[config.mk]
export PLATFORM = sky130hd
export DESIGN_NAME = aibnd_sig_pipe_buf
export DESIGN_NICKNAME = d
export VERILOG_FILES = /design/src/rtl/aibnd_sig_buf_pkg.sv /design/src/rtl/aibnd_sig_buf_stage.sv /design/src/rtl/aibnd_sig_pipe_buf.sv
export SDC_FILE = /design/constraint.sdc
export NUM_CORES = 1
export LEC_CHECK = 0
export BUFFER_PORTS_ARGS = -buffer_cell sky130_fd_sc_hd__buf_2
export CORE_UTILIZATION = 50
export CTS_CLUSTER_DIAMETER = 30
export DETAILED_ROUTE_END_ITERATION = 12
export PLACE_DENSITY = 0.71
export SLEW_MARGIN = 20
export SYNTH_ARGS = -nofsm -noshare
export SYNTH_HDL_FRONTEND = slang
export SYNTH_SLANG_ARGS = --single-unit
[constraint.sdc]
create_clock -name clk -period 3.3 [get_ports clk]
set_input_delay 0.66 -clock clk [delete_from_list [all_inputs] [get_ports clk]]
set_output_delay 0.66 -clock clk [all_outputs]
set_load 0.005 [all_outputs]
[src/rtl/aibnd_sig_buf_pkg.sv]
// rtl/aibnd_sig_buf_pkg.sv - shared helpers for the aibnd retime buffer
package aibnd_sig_buf_pkg;

    // Width needed to encode depths 0..max_stages inclusive.
    function automatic int sel_w_of(input int max_stages);
        return (max_stages < 1) ? 1 : $clog2(max_stages + 1);
    endfunction

endpackage

[src/rtl/aibnd_sig_buf_stage.sv]
// rtl/aibnd_sig_buf_stage.sv - one {vld, data} retime register with enable
module aibnd_sig_buf_stage #(
    parameter int               WIDTH   = 8,
    parameter logic [WIDTH-1:0] RST_VAL = '0
) (
    input  logic             clk,
    input  logic             rst,
    input  logic             en,
    input  logic             d_vld,
    input  logic [WIDTH-1:0] d_data,
    output logic             q_vld,
    output logic [WIDTH-1:0] q_data
);

    always_ff @(posedge clk) begin
        if (rst) begin
            q_vld  <= 1'b0;
            q_data <= RST_VAL;
        end else if (en) begin
            q_vld  <= d_vld;
            q_data <= d_data;
        end
    end

endmodule

[src/rtl/aibnd_sig_pipe_buf.sv]
// rtl/aibnd_sig_pipe_buf.sv - runtime-selectable depth retime buffer with flush tracking
module aibnd_sig_pipe_buf
    import aibnd_sig_buf_pkg::*;
#(
    parameter int               WIDTH      = 8,
    parameter int               MAX_STAGES = 4,
    parameter logic [WIDTH-1:0] RST_VAL    = '0,
    localparam int              SEL_W      = sel_w_of(MAX_STAGES)
) (
    input  logic             clk,
    input  logic             rst,
    input  logic             vccl_aibnd,
    input  logic             vssl_aibnd,
    input  logic [WIDTH-1:0] sig_in,
    input  logic             sig_in_vld,
    input  logic             buf_en,
    input  logic [SEL_W-1:0] stage_sel,
    output logic [WIDTH-1:0] sig_out,
    output logic             sig_out_vld,
    output logic             busy
);

    localparam logic [SEL_W-1:0] MAX_SEL = SEL_W'(MAX_STAGES);

    typedef struct packed {
        logic             vld;
        logic [WIDTH-1:0] data;
    } stage_t;

    stage_t           stg [MAX_STAGES];
    stage_t           tap;
    logic [SEL_W-1:0] eff_sel;
    logic [SEL_W-1:0] sel_q;
    logic [SEL_W-1:0] flush_cnt;
    logic             flush_busy;
    logic             unused_supply;

    assign unused_supply = vccl_aibnd ^ vssl_aibnd;

    genvar g;
    generate
        for (g = 0; g < MAX_STAGES; g++) begin : g_stage
            if (g == 0) begin : g_head
                aibnd_sig_buf_stage #(.WIDTH(WIDTH), .RST_VAL(RST_VAL)) u_stage (
                    .clk    (clk),
                    .rst    (rst),
                    .en     (buf_en),
                    .d_vld  (sig_in_vld),
                    .d_data (sig_in),
                    .q_vld  (stg[g].vld),
                    .q_data (stg[g].data)
                );
            end else begin : g_body
                aibnd_sig_buf_stage #(.WIDTH(WIDTH), .RST_VAL(RST_VAL)) u_stage (
                    .clk    (clk),
                    .rst    (rst),
                    .en     (buf_en),
                    .d_vld  (stg[g-1].vld),
                    .d_data (stg[g-1].data),
                    .q_vld  (stg[g].vld),
                    .q_data (stg[g].data)
                );
            end
        end
    endgenerate

    always_comb begin
        eff_sel = (stage_sel > MAX_SEL) ? MAX_SEL : stage_sel;
    end

    // The counter is loaded with the new depth so that exactly the stale contents
    // of the new tap position are masked until fresh samples reach it.
    always_ff @(posedge clk) begin
        if (rst) begin
            sel_q     <= '0;
            flush_cnt <= '0;
        end else if (eff_sel != sel_q) begin
            sel_q     <= eff_sel;
            flush_cnt <= eff_sel;
        end else if (buf_en && (flush_cnt != '0)) begin
            flush_cnt <= flush_cnt - SEL_W'(1);
        end
    end

    assign flush_busy = (flush_cnt != '0);

    always_comb begin
        tap = '{vld: 1'b0, data: RST_VAL};
        for (int i = 0; i < MAX_STAGES; i++) begin
            if (sel_q == SEL_W'(i + 1)) begin
                tap = stg[i];
            end
        end
    end

    always_comb begin
        sig_out     = RST_VAL;
        sig_out_vld = 1'b0;
        busy        = 1'b0;
        if (!rst) begin
            busy = flush_busy;
            if (sel_q == '0) begin
                sig_out     = sig_in;
                sig_out_vld = sig_in_vld & buf_en;
            end else begin
                sig_out     = tap.data;
                sig_out_vld = tap.vld & buf_en & ~flush_busy;
            end
        end
    end

endmodule
==> flow_summary_export.csv, run 1 <==
group,metric,value,unit
clocking,htree_num_levels,2,
power,power_density,461,mW/mm2
hold_path,hold_path_class,"register to register",
cells_and_area,fin_util,58.4,%
cells_and_area,antenna_cells,0,
timing,setup-violations-final,0,
clocking,cts-root-buf,"clkbuf_8",
clocking,ctsResizeCount,0,
yosys,synth_area,0.00198,mm2
route,drtIter0Drc,83,
placed_design,gp_congestion,0.711,
cells_and_area,multi_input_area,0.00103,mm2
setup_path,arrival,2.17,ns
die,start_util,53.2,%
timing,maxSlewHeadroom,42.0,%
yosys,yosys-top-cells-area,"dfxtp_1, mux2i_1, mux4_2",
status,status,"complete, no violations",
die,design.core.area,0.00372,mm2
setup_path,cp-end-kind,"primary output",
cells_and_area,final_nets,227,
grt,grt_remaining_overflow,0,
cells_and_area,n_fill_cell,351,
yosys,synth_cell_types,33,
yosys,ys_ff_latch,42,
die,ios,27,
route,wl_per_cell,14.0,um
route,viasPerCell,5.40,
clocking,holdBufCountCts,0,
yosys,synth_nets,210,
grt,grt_max_degree,54,
timing,hold_viol_final,0,
clocking,post_cts_buffers,0,
clocking,cts_tree,"built",
setup_path,crit_fanout,14,
route,wl,3600,um
timing,worstMarginPinSlew,0.869,ns
grt,grt_usage,19.9,%
timing,period_share,85.6,%
grt,grt_pass1_wl,6280,um
placed_design,portBuffers,24,
setup_path,cp-start-kind,"register",
power,p_leak,0.000949,uW
timing,period_needed,2.83,ns
grt,antenna_found_initial,0,
timing,fmax,354,MHz
yosys,syn_avg_cell_area,10.4,um2
yosys,syn_inst,191,
route,dr.pass1.iters,4,
yosys,synth-seq-area-share,42.5,%
grt,grt_pass1_vias,1376,
die,die_h,64.9,um
placed_design,hpwl,2450,um
cells_and_area,layout_common_cells,"nor2_1, dfxtp_1, mux2i_1",
clocking,clkTransAtPathRegs,0.08,ns
timing,rsz0062_at_grt,"no",
yosys,synth_top_cell_area_share,42.5,%
yosys,synth_top_area_cell,"dfxtp_1",
yosys,ys_warn_count,0,
setup_path,cp.required,2.64,ns
route,vias,1389,
cells_and_area,drive_gt1_share,21.5,%
timing,tns,0,ns
cells_and_area,area_delta_synth_final,9.68,%
route,antenna_left,0,
cells_and_area,seqCellArea,841,um2
timing,fin_skew,0.00452,ns
route,drcViolationCount,0,
cells_and_area,final_common_cell,"nor2_1",
clocking,insertion_delay,0.29,ns
die,fp-row-count,22,
timing,finalMaxSlewViolations,0,
die,chipWidth,64.9,um
clocking,cts.sinks,42,
power,ir_drop,303,uV
clocking,numCtsBuffers,5,
job,drv_cap,0,
die,die-area,0.00421,mm2
clocking,cts_buffer_depth,2,
setup_path,worstSetupPathType,"register to primary output",
==> sequential cells by signal (all words and copies together), names as in the netlist <==
signal / flops
g_stage.g_body.u_stage.q_data: 24
g_stage.g_head.u_stage.q_data: 8
flush_cnt: 3
g_stage.g_body.u_stage.q_vld: 3
sel_q: 3
g_stage.g_head.u_stage.q_vld: 1
==> through the flow <==
stage / instance area [um2] / setup WS [ns] / hold WS [ns] / power, uW / cells
after CTS: 2170 / 0.410 / 0.504 / 1020 / 257
after global routing: 2170 / 0.248 / 0.535 / 1050 / 257
after detailed placement: 2080 / 0.745 / 0.488 / 678 / 249
after global placement: 2080 / 0.755 / 0.473 / 672 / 249
final: 2170 / 0.475 / 0.499 / 999 / 257
after floorplan: 1980 / 1.27 / 0.461 / 647 / 191
==> cells by family (layout without fill, tap and decap cells) <==
kind of cell	after synthesis	in the layout	synth area share (%)
xor+xnor	3	3	1.33
compound gates	17	17	6.01
flops	42	42	42.5
simple gates	61	61	14.3
mux	47	47	29.4
fa+ha+maj	2	2	1.27
buf+inv	19	37	5.19
==> report_power, final <==
group / switching, uW / total [uW] / internal (uW) / leakage, uW
clock: 165 / 334 / 169 / 0.0000482
combinational: 61.4 / 124 / 62.5 / 0.000558
sequential: 17.2 / 541 / 524 / 0.000342
total: 244 / 999 / 755 / 0.000949
==> worst paths after layout <==
check                                           start                                   to  slack, ns  depth (start not counted)
setup / recovery                             sel_q[0]                           sig_out[6]       0.47                          4
hold / removal    g_stage[3].g_body.u_stage.q_data[1]  g_stage[3].g_body.u_stage.q_data[1]       0.50                          2
setup reg to reg                             sel_q[0]                         flush_cnt[1]       1.46                          4
hold reg to reg   g_stage[3].g_body.u_stage.q_data[1]  g_stage[3].g_body.u_stage.q_data[1]       0.50                          2
==> Yosys cell counts <==
cell / n
a21boi_0: 1
a21oi_1: 3
a22oi_1: 8
a311oi_1: 1
a31oi_1: 1
buf_2: 4
buf_4: 3
buf_6: 2
clkbuf_1: 6
clkinv_1: 1
dfxtp_1: 42
ha_1: 2
inv_1: 3
mux2_2: 1
mux2_4: 1
mux2i_1: 36
mux2i_2: 1
mux4_2: 8
nand2_1: 3
nand2b_1: 1
nor2_1: 45
nor2b_1: 3
nor3_1: 3
nor3_2: 1
nor3b_1: 2
nor3b_4: 1
nor4b_1: 1
o21ai_0: 1
o22a_1: 1
o31ai_1: 1
or4b_1: 1
xnor2_1: 1
xor2_1: 2
==> per-layer routing <==
metal / vias up / track usage, % / share of wire, %
li1: 702 / - / -
met4: 0 / 6.67 / 0.64
met1: 663 / 23.4 / 47
met5: - / 0 / 0
met2: 22 / 33.3 / 49
met3: 2 / 6.87 / 3.5
==> critical path, stage by stage, from the launching register on <==
cell     delay (ns)
dfxtp_1        0.87
mux4_2         0.59
a22oi_1        0.20
nor2_1         0.06
buf_2          0.16
==> area by class of cell <==
type                       instances  area share, %
clock inverter                     1          0.231
clock buffer                       7           3.98
inverter                           4          0.692
tap                               48           2.77
multi-input combinational        130           47.7
timing repair buffer              25           5.89
sequential                        42           38.8
(Power assumes the default switching activity.)
==> inputs of run 2 (changes only) <==
--- a/config.mk
+++ b/config.mk
@@ -6,6 +6,7 @@
 export NUM_CORES = 1
 export LEC_CHECK = 0
 export BUFFER_PORTS_ARGS = -buffer_cell sky130_fd_sc_hd__buf_2
+export CORE_ASPECT_RATIO = 1.75
 export CORE_UTILIZATION = 50
 export CTS_CLUSTER_DIAMETER = 30
 export DETAILED_ROUTE_END_ITERATION = 12
==> run 2 against run 1 <==
Compared with the run above: clock skew grew 0.0038 ns; sequential cell count is the same; critical path depth is the same; cell area grew 0.23%; global-route usage grew 0.33 points; sequential power is essentially flat; total power grew 0.27%; clock-buffer cell count is the same; core utilization grew 0.37 points; highest routed layer unchanged.
==> flow_summary_export.csv, run 2 (synthesis results as in run 1) <==
group,metric,value,unit
status,status,"complete, no violations",
power,power,1000,uW
clocking,ctsResizeCount,0,
timing,fin_skew,0.00836,ns
cells_and_area,final_common_cell,"nor2_1",
clocking,holdBufCountCts,0,
grt,antenna_found_initial,0,
hold_path,hold_path_class,"register to register",
placed_design,gp_congestion,0.730,
cells_and_area,layout_common_cells,"nor2_1, dfxtp_1, mux2i_1",
die,fp-row-count,29,
timing,tns,0,ns
timing,fmax,349,MHz
die,die-area,0.00422,mm2
timing,period_share,86.8,%
power,ir_drop,323,uV
setup_path,arrival,2.20,ns
cells_and_area,top_register,"g_stage.g_body.u_stage.q_data",
route,drcViolationCount,0,
die,ios,27,
clocking,htree_num_levels,2,
cells_and_area,reg.largest.list,"g_stage.g_body.u_stage.q_data: 24 flops, g_stage.g_head.u_stage.q_data: 8 flops",
timing,setup-violations-final,0,
grt,grt_pass1_vias,1470,
setup_path,cp-end-kind,"primary output",
power,p_leak,0.000953,uW
setup_path,ff2ff_path_depth,4,
route,wl_met1,1520,um
route,routed.top_layer,"met4",
route,dr.pass1.iters,4,
job,drv_cap,0,
cells_and_area,drive_gt1_share,21.9,%
route,viasPerCell,5.63,
clocking,insertion_delay,0.29,ns
die,die_h,85.2,um
setup_path,worstSetupPathType,"register to primary output",
die,design.core.area,0.00370,mm2
route,dr_wl_met3,96,um
die,chipWidth,49.5,um
cells_and_area,largest_reg_flops,24,
clocking,cts_tree,"built",
grt,grt_remaining_overflow,0,
power,power_density,461,mW/mm2
route,wl_met2,2050,um
placed_design,portBuffers,24,
clocking,clkTransAtPathRegs,0.08,ns
cells_and_area,n_fill_cell,363,
placed_design,hpwl,2580,um
route,wl,3740,um
timing,finalMaxSlewViolations,0,
hold_path,holdPathStages,2,
clocking,cts_buffer_depth,2,
clocking,cts.sinks,42,
setup_path,cp-start-kind,"register",
setup_path,crit_fanout,14,
setup_path,cp.required,2.64,ns
route,antenna_left,0,
route,wl_per_cell,14.6,um
cells_and_area,antenna_cells,0,
clocking,post_cts_buffers,0,
timing,rsz0062_at_grt,"no",
timing,hold_viol_final,0,
cells_and_area,final_nets,228,
die,start_util,53.4,%
grt,grt_usage,20.2,%
grt,grt_max_degree,43,
route,vias,1440,
timing,maxSlewHeadroom,42.2,%
clocking,numCtsBuffers,5,
timing,period_needed,2.86,ns
cells_and_area,area_delta_synth_final,9.94,%
grt,grt_pass1_wl,6480,um
clocking,cts-root-buf,"clkbuf_8",
timing,worstMarginPinSlew,0.866,ns
route,drtIter0Drc,13,
run 2: cell types whose count changed in the layout (fill, tap and decap cells not counted), sizes merged:
cell  change
buf       +1
run 2: path summary, 6_finish.rpt:
check                                       from                                  end  slack [ns]
max                                     sel_q[0]                           sig_out[6]        0.44
min          g_stage[3].g_body.u_stage.q_data[0]  g_stage[3].g_body.u_stage.q_data[0]        0.50
max reg2reg                             sel_q[0]                         flush_cnt[1]        1.42
min reg2reg  g_stage[3].g_body.u_stage.q_data[0]  g_stage[3].g_body.u_stage.q_data[0]        0.50
run 2: per-stage QoR:
stage / cells / area [um2] / setup slack [ns] / utilization (%) / hold WS (ns)
after floorplan: 191 / 1980 / 1.27 / - / 0.461
after CTS: 256 / 2170 / 0.376 / 58.7 / 0.505
final: 256 / 2170 / 0.436 / 58.7 / 0.498
after global placement: 248 / 2080 / 0.738 / 56.3 / 0.473
after detailed placement: 248 / 2080 / 0.718 / 56.3 / 0.486
after global routing: 256 / 2170 / 0.230 / 58.7 / 0.523
run 2: worst max-delay path, cell delays in order (launching register included):
cell	delay, ns
dfxtp_1	0.89
mux4_2	0.60
a22oi_1	0.20
nor2_1	0.06
buf_2	0.16
run 2: cell type report:
type	count	area, um2	area share, %
Tap cell	46	57.6	2.65
Inverter	4	15.0	0.691
Clock inverter	1	5.00	0.230
Clock buffer	7	86.3	3.97
Timing Repair Buffer	26	135	6.22
Multi-Input combinational cell	130	1030	47.6
Sequential cell	42	841	38.7
run 2: layer usage:
| layer | vias to the layer above | track usage [%] |
|---|---|---|
| li1 | 701 | - |
| met2 | 22 | 37.1 |
| met4 | 0 | 10.4 |
| met3 | 6 | 4.30 |
| met1 | 711 | 20.7 |
| met5 | - | 0 |
run 2: where the power goes:
| group | internal [uW] | total [uW] | switching, uW |
|---|---|---|---|
| Sequential | 524 | 542 | 17.7 |
| Clock | 169 | 334 | 166 |
| Combinational | 63.2 | 125 | 62.2 |
==> inputs of run 3 (changes only) <==
--- a/config.mk
+++ b/config.mk
@@ -8,6 +8,7 @@
 export BUFFER_PORTS_ARGS = -buffer_cell sky130_fd_sc_hd__buf_2
 export CORE_ASPECT_RATIO = 1.75
 export CORE_UTILIZATION = 50
+export CTS_BUF_LIST = sky130_fd_sc_hd__clkbuf_4
 export CTS_CLUSTER_DIAMETER = 30
 export DETAILED_ROUTE_END_ITERATION = 12
 export PLACE_DENSITY = 0.71
==> run 3 against run 2 <==
Compared with the run above: global-route usage up 0.30 points; highest routed layer unchanged; worst setup slack worse by 0.084 ns; routed wire length up 0.48%; combinational power about the same; clock power down 25%; worst hold slack better by 0.010 ns; critical path type unchanged.
==> flow_summary_export.csv, run 3 (synthesis results as in run 1) <==
group,metric,value,unit
status,status,"complete, no violations",
cells_and_area,n_fill_cell,371,
power,p_leak,0.000938,uW
clocking,holdBufCountCts,0,
cells_and_area,largest_reg_flops,24,
setup_path,cp-end-kind,"primary output",
cells_and_area,reg.largest.list,"g_stage.g_body.u_stage.q_data: 24 flops, g_stage.g_head.u_stage.q_data: 8 flops",
cells_and_area,top_register,"g_stage.g_body.u_stage.q_data",
timing,maxSlewHeadroom,41.4,%
timing,worstMarginPinSlew,0.878,ns
setup_path,cp-start-kind,"register",
setup_path,reg2reg_slack,1.40,ns
timing,setup-violations-final,0,
setup_path,regToRegStartpoint,"sel_q[0]",
power,power_frac_clock,27.2,%
cells_and_area,layout_common_cells,"nor2_1, dfxtp_1, mux2i_1",
job,drv_cap,0,
timing,finalMaxSlewViolations,0,
clocking,cts.sinks,42,
route,dr.pass1.iters,4,
grt,grt_pass1_wl,6520,um
route,vias,1441,
setup_path,cp.required,2.64,ns
timing,fmax,339,MHz
power,p_switching,240,uW
power,internal_power,676,uW
clocking,post_cts_buffers,0,
timing,fin_skew,0.00462,ns
die,start_util,53.4,%
cells_and_area,final_common_cell,"nor2_1",
setup_path,worstSetupPathType,"register to primary output",
clocking,cts_buffer_depth,2,
clocking,insertion_delay,0.35,ns
die,fp-row-count,29,
power,switching_share,26.2,%
die,chipWidth,49.5,um
die,design.core.area,0.00370,mm2
cells_and_area,final_nets,228,
route,viasPerCell,5.63,
setup_path,ff2ff_path_depth,4,
cells_and_area,drive_gt1_share,21.9,%
hold_path,hold_path_class,"register to register",
clocking,cts-root-buf,"clkbuf_4",
timing,tns,0,ns
route,drtIter0Drc,18,
route,wl,3760,um
timing,period_share,89.3,%
clocking,cts_tree,"built",
die,die_h,85.2,um
die,die-area,0.00422,mm2
setup_path,worstSetupStartpoint,"sel_q[0]",
route,wl_per_cell,14.7,um
timing,hold_slack,0.508,ns
route,drcViolationCount,0,
route,antenna_left,0,
placed_design,portBuffers,24,
clocking,htree_num_levels,2,
grt,grt_usage,20.5,%
power,seqPwrFrac,59.2,%
cells_and_area,area_delta_synth_final,8.04,%
timing,hold_viol_final,0,
clocking,ctsResizeCount,0,
power,combPwrFrac,13.7,%
grt,grt_max_degree,43,
placed_design,gp_congestion,0.730,
setup_path,crit_fanout,14,
placed_design,hpwl,2580,um
grt,antenna_found_initial,0,
die,ios,27,
grt,grt_remaining_overflow,0,
grt,grt_pass1_vias,1468,
cells_and_area,antenna_cells,0,
setup_path,crit_path_end,"sig_out[6]",
timing,period_needed,2.95,ns
setup_path,arrival,2.29,ns
clocking,clkTransAtPathRegs,0.12,ns
power,ir_drop,298,uV
power,power_density,429,mW/mm2
clocking,numCtsBuffers,5,
setup_path,r2r_end,"flush_cnt[1]",
timing,rsz0062_at_grt,"no",
-- run 3: per-stage QoR --
step / cell area, um2 / total power [uW] / std cells / util [%] / setup slack, ns
after floorplan: 1980 / 647 / 191 / - / 1.27
after global placement: 2080 / 673 / 248 / 56.3 / 0.738
after detailed placement: 2080 / 680 / 248 / 56.3 / 0.718
after CTS: 2140 / 928 / 256 / 57.7 / 0.287
after global routing: 2140 / 966 / 256 / 57.7 / 0.132
final: 2140 / 916 / 256 / 57.7 / 0.352
-- run 3: final cells by class --
| class | instances | area [um2] | share of cell area, % |
|---|---|---|---|
| well taps | 46 | 57.6 | 2.69 |
| clock buffers | 6 | 45.0 | 2.11 |
| flip-flops and latches | 42 | 841 | 39.4 |
| repair buffers | 26 | 135 | 6.33 |
| multi-input cells | 130 | 1030 | 48.4 |
| inverters | 4 | 15.0 | 0.703 |
| clock inverters | 2 | 8.76 | 0.410 |
-- run 3: worst min-delay path by stage --
| stage | startpoint | endpoint | cells past startpoint |
|---|---|---|---|
| after floorplan | g_stage[3].g_body.u_stage.q_data[0] | g_stage[3].g_body.u_stage.q_data[0] | 2 |
| after global placement | g_stage[3].g_body.u_stage.q_data[3] | g_stage[3].g_body.u_stage.q_data[3] | 2 |
| after detailed placement | g_stage[3].g_body.u_stage.q_data[0] | g_stage[3].g_body.u_stage.q_data[0] | 2 |
| after CTS | g_stage[3].g_body.u_stage.q_data[0] | g_stage[3].g_body.u_stage.q_data[0] | 2 |
| after global routing | g_stage[3].g_body.u_stage.q_data[3] | g_stage[3].g_body.u_stage.q_data[3] | 2 |
| final | g_stage[3].g_body.u_stage.q_data[0] | g_stage[3].g_body.u_stage.q_data[0] | 2 |
-- run 3: layer usage --
layer	share of wire, %	track usage (%)	routed length [um]	vias to the layer above
met2	55	37.1	2050	22
met5	0	0	0	-
met4	2.2	11.2	84	0
li1	-	-	-	702
met3	2.8	4.84	104	7
met1	40	20.9	1520	710
-- run 3: worst max-delay path, cell delays in order, from the launching register on --
cell     delay (ns)
dfxtp_1        0.92
mux4_2         0.60
a22oi_1        0.20
nor2_1         0.06
buf_2          0.15
-- run 3: power by group through the flow --
stage | Sequential (uW) | Combinational, uW | Clock, uW
finish | 542 | 125 | 249
global route | 545 | 139 | 281
CTS | 542 | 126 | 259
detailed placement | 554 | 126 | 0
global placement | 552 | 121 | 0
floorplan | 544 | 103 | 0
